===== src/rtl/uart_line_buffer.sv =====
// uart_line_buffer: line-buffered uart echo (rx handshake in, tx handshake out, line_len/overflow/busy status)
module uart_line_buffer #(
  parameter int DEPTH = 64,
  parameter int ADDR_W = 6,
  parameter logic [7:0] EOL = 8'h0D,
  parameter logic [7:0] BS = 8'h08
) (
  input  logic              clk,
  input  logic              rst_n,
  input  logic [7:0]        data_rx,
  input  logic              ready_rx,
  output logic              done_rx,
  output logic [7:0]        data_tx,
  output logic              ready_tx,
  input  logic              done_tx,
  output logic [ADDR_W:0]   line_len,
  output logic              overflow,
  output logic              busy
);
  localparam logic [0:0] FILL = 1'b0;
  localparam logic [0:0] DRAIN = 1'b1;
  localparam logic [ADDR_W:0] ONE = (ADDR_W+1)'(1);
  localparam logic [ADDR_W:0] FULL = (ADDR_W+1)'(DEPTH);
  logic [0:0] state;
  logic [7:0] mem [DEPTH];
  logic [ADDR_W:0] wr_ptr, rd_ptr, wr_inc, rd_inc;
  logic rx_armed, accept;
  assign accept = (state == FILL) && ready_rx && rx_armed;
  assign wr_inc = wr_ptr + ONE;
  assign rd_inc = rd_ptr + ONE;
  assign busy = (state == DRAIN);
  always_ff @(posedge clk)
    if (rst_n && accept && data_rx != BS) mem[wr_ptr[ADDR_W-1:0]] <= data_rx;
  always_ff @(posedge clk) begin
    if (!rst_n) begin
      state <= FILL;
      wr_ptr <= '0;
      rd_ptr <= '0;
      done_rx <= 1'b0;
      ready_tx <= 1'b0;
      data_tx <= '0;
      line_len <= '0;
      overflow <= 1'b0;
      rx_armed <= 1'b1;
    end else begin
      done_rx <= accept;
      rx_armed <= !ready_rx || (rx_armed && !accept);
      if (state == FILL) begin
        if (accept) begin
          overflow <= 1'b0;
          if (data_rx == BS) begin
            if (wr_ptr != '0) begin
              wr_ptr <= wr_ptr - ONE;
              line_len <= wr_ptr - ONE;
            end
          end else begin
            wr_ptr <= wr_inc;
            line_len <= wr_inc;
            if (data_rx == EOL || wr_inc == FULL) begin
              state <= DRAIN;
              rd_ptr <= '0;
              overflow <= (data_rx != EOL);
            end
          end
        end
      end else if (ready_tx && done_tx) begin
        ready_tx <= 1'b0;
        rd_ptr <= rd_inc;
        if (rd_inc == line_len) begin
          state <= FILL;
          wr_ptr <= '0;
        end
      end else if (!ready_tx && !done_tx) begin
        data_tx <= mem[rd_ptr[ADDR_W-1:0]];
        ready_tx <= 1'b1;
      end
    end
  end
endmodule


===== config.mk =====
export PLATFORM = sky130hd
export DESIGN_NAME = uart_line_buffer
export DESIGN_NICKNAME = d
export VERILOG_FILES = /design/src/rtl/uart_line_buffer.sv
export SDC_FILE = /design/constraint.sdc
export NUM_CORES = 1
export LEC_CHECK = 0
export CORE_AREA = 2 2 223 225
export DETAILED_ROUTE_END_ITERATION = 7
export DIE_AREA = 0 0 225 227
export SLEW_MARGIN = 0
export SYNTH_ARGS = -nofsm -noshare
export SYNTH_HDL_FRONTEND = slang
export SYNTH_SLANG_ARGS = --single-unit

===== constraint.sdc =====
create_clock -name clk -period 4.3 [get_ports clk]
set_clock_uncertainty 0.05 [all_clocks]
set_input_delay 0.645 -clock clk [delete_from_list [all_inputs] [get_ports clk]]
set_output_delay 0.645 -clock clk [all_outputs]
set_load 0.005 [all_outputs]

==> flow_summary.ini <==
[status]
status = complete, no violations

[synth]
yosysSeqAreaShare = 0.740
ys_seq_elements = 546
synth_top_area_frac = 0.709
synth_nets = 1157
synth_most_common_cell = edfxtp_1
synthTopCellsByArea = edfxtp_1 71%, mux4_2 13%, dfxtp_1 3.1%
yosysWarnings = 0
synthCells = 1139
postSynth.asyncResetShare = 0
yosys.area.top_type = edfxtp_1
synthFlopType = edfxtp_1
synth-edff-count = 512
synth_area_mm2 = 0.0217
synth_common_cells = 512 x edfxtp_1, 130 x mux4_2, 97 x nor2_1
synthDistinctLibCells = 57
avgSynthCellArea_um2 = 19.0

[hold_path]
min_path_cells = 1
hold_class = input pin to flop

[grt]
track_usage = 0.204
grt_max_degree = 66
grt_overflow = 0
grt_first_pass_wirelength_um = 75100
grt_antenna_before_repair = 0
first_global_vias = 10976

[layout]
n_antenna_cell = 0
postLayoutCoreUtil = 0.506
fin_nets = 1229
area_delta_synth_final_pct = 13.1
seq_area_mm2 = 0.0161
multiInputGateArea_mm2 = 0.00529
drive_above_1_share = 0.221
fill_cells = 3867

[route]
route.met3.wl_um = 3220
drc = 0
drt-wirelength-per-cell_um = 27.0
wl_um = 50600
drt_pass1_iterations = 5
wl_met1_um = 22500
wl_met2_um = 23400
drt_iter0_markers = 1552
vias = 10981
top_layer = met4
ant_nets = 0
vias_per_cell = 5.86

[sta]
slew_headroom = 0.392
rsz0062_at_grt = no
finalHoldViolCount = 0
drv_slew = 0
fin_tns_setup_ns = 0
period_share = 0.680
fmax_mhz = 342
tightestPinTransition_ns = 0.909
finalCriticalPeriod_ns = 2.93
setup_viol = 0

[power_and_ir_drop]
p_per_area_mw_per_mm2 = 431
ir_drop_uv = 294
p_leak_nw = 7.43

[worst_setup_path]
crit_type = flop to flop
crit_start = busy
timing.rr.start = busy
endpoint = mem[55][5]
reg2reg_to = mem[55][5]
start_kind = flop
critical_path_arrival_ns = 3.10
ff2ff_path_depth = 6
critPathRequiredTime_ns = 4.48
cp_max_fo = 9
r2r_slack_ns = 1.37
cp-end-kind = flop

[floorplan]
die_w_um = 225
start_util = 0.447
io-pin-count = 31
fp.dieH_um = 227
design.core.area_mm2 = 0.0485
num_rows = 81
die_area_mm2 = 0.0511

[clock_tree]
cts_setup_buffers = 0
clock_tree.buffer_depth = 3
cts_root_buffer = clkbuf_16
cts.clk_slew.worst_paths_ns = 0.06
cts_tree = done
hold_buffers = 0
cts_buffers = 55
insertion_delay_ns = 0.60
ctsResizeCount = 0
numClockSinks = 546
htreeDepth = 2

[place]
port_buffers = 30
dp_hpwl_um = 31000
finalWeightedCongestion = 0.845

[job]
max_cap_violations = 0
[cell type report]
class | instances | share of cell area
multi-input combinational | 520 | 0.215
inverter | 13 | 0.00199
timing repair buffer | 75 | 0.0264
sequential | 546 | 0.655
clock inverter | 34 | 0.0102
tap | 622 | 0.0317
clock buffer | 64 | 0.0596
[power breakdown]
group	internal, mW	switching, mW
sequential	5.81	0.00838
combinational	0.0343	0.151
clock	2.60	1.98
total	8.45	2.14
[cells by family (layout without fill, tap and decap cells)]
| logic type | count (synthesis) | after routing | synth area share |
|---|---|---|---|
| compound gates | 106 | 106 | 0.0321 |
| xor+xnor | 10 | 10 | 0.00404 |
| fa+ha+maj | 6 | 6 | 0.00346 |
| buf+inv | 73 | 186 | 0.0162 |
| flops | 546 | 546 | 0.740 |
| mux | 174 | 174 | 0.156 |
| simple gates | 224 | 224 | 0.0482 |
[placed cells by master (no fill, tap or decap), types with 9 or more instances in the layout]
cell type | netlist | final
edfxtp_1 | 512 | 512
mux4_2 | 130 | 130
nor2_1 | 97 | 97
clkbuf_16 | 0 | 57
nand2_1 | 41 | 41
buf_4 | 3 | 41
mux2i_1 | 33 | 33
dfxtp_1 | 34 | 31
a21oi_1 | 30 | 30
clkdlybuf4s50_1 | 0 | 22
nand3_1 | 19 | 19
nor3_1 | 17 | 17
clkinv_1 | 3 | 16
o22ai_1 | 11 | 11
o21ai_0 | 10 | 10
clkinv_2 | 0 | 10
a22oi_1 | 9 | 9
nor2b_1 | 9 | 9
[per-stage QoR]
step | setup slack [ns] | hold slack, ns | area, um^2 | instances | power [mW]
global placement | 0.880 | 0.397 | 22800 | 1776 | 6.12
CTS | 1.38 | 0.289 | 24500 | 1874 | 10.7
global route | 1.22 | 0.297 | 24500 | 1874 | 10.9
floorplan | 1.71 | 0.393 | 21700 | 1139 | 5.99
finish | 1.37 | 0.302 | 24500 | 1874 | 10.6
detailed placement | 0.826 | 0.412 | 22800 | 1776 | 6.12
[worst max-delay path: stages (launching register included)]
cell	delay [ns]
dfxtp_1	0.41
inv_1	0.16
nand3_1	0.24
nor2_1	0.23
and3_1	0.44
nand2_1	0.33
nor2_1	0.68
[per-layer routing]
metal	GRT usage	up-vias
met5	0	-
met4	0.0639	0
met3	0.0377	89
met2	0.313	381
met1	0.300	5729
li1	-	4782
[how the worst min path moves through the flow]
stage | from | endpoint | slack (ns)
after detailed placement | overflow | overflow | 0.41
after CTS | data_rx[4] | mem[0][4] | 0.29
after global routing | data_rx[4] | mem[0][4] | 0.30
after global placement | overflow | overflow | 0.40
final | data_rx[4] | mem[0][4] | 0.30
after floorplan | rx_armed | rx_armed | 0.39
[flip-flops by register name (all words and copies together) (netlist names)]
name      cells
overflow      1
line_len      7
done_rx       1
rd_ptr        7
ready_tx      1
rx_armed      1
wr_ptr        7
mem         512
data_tx       8
busy          1
No activity file was read; power rests on OpenSTA's default activity.
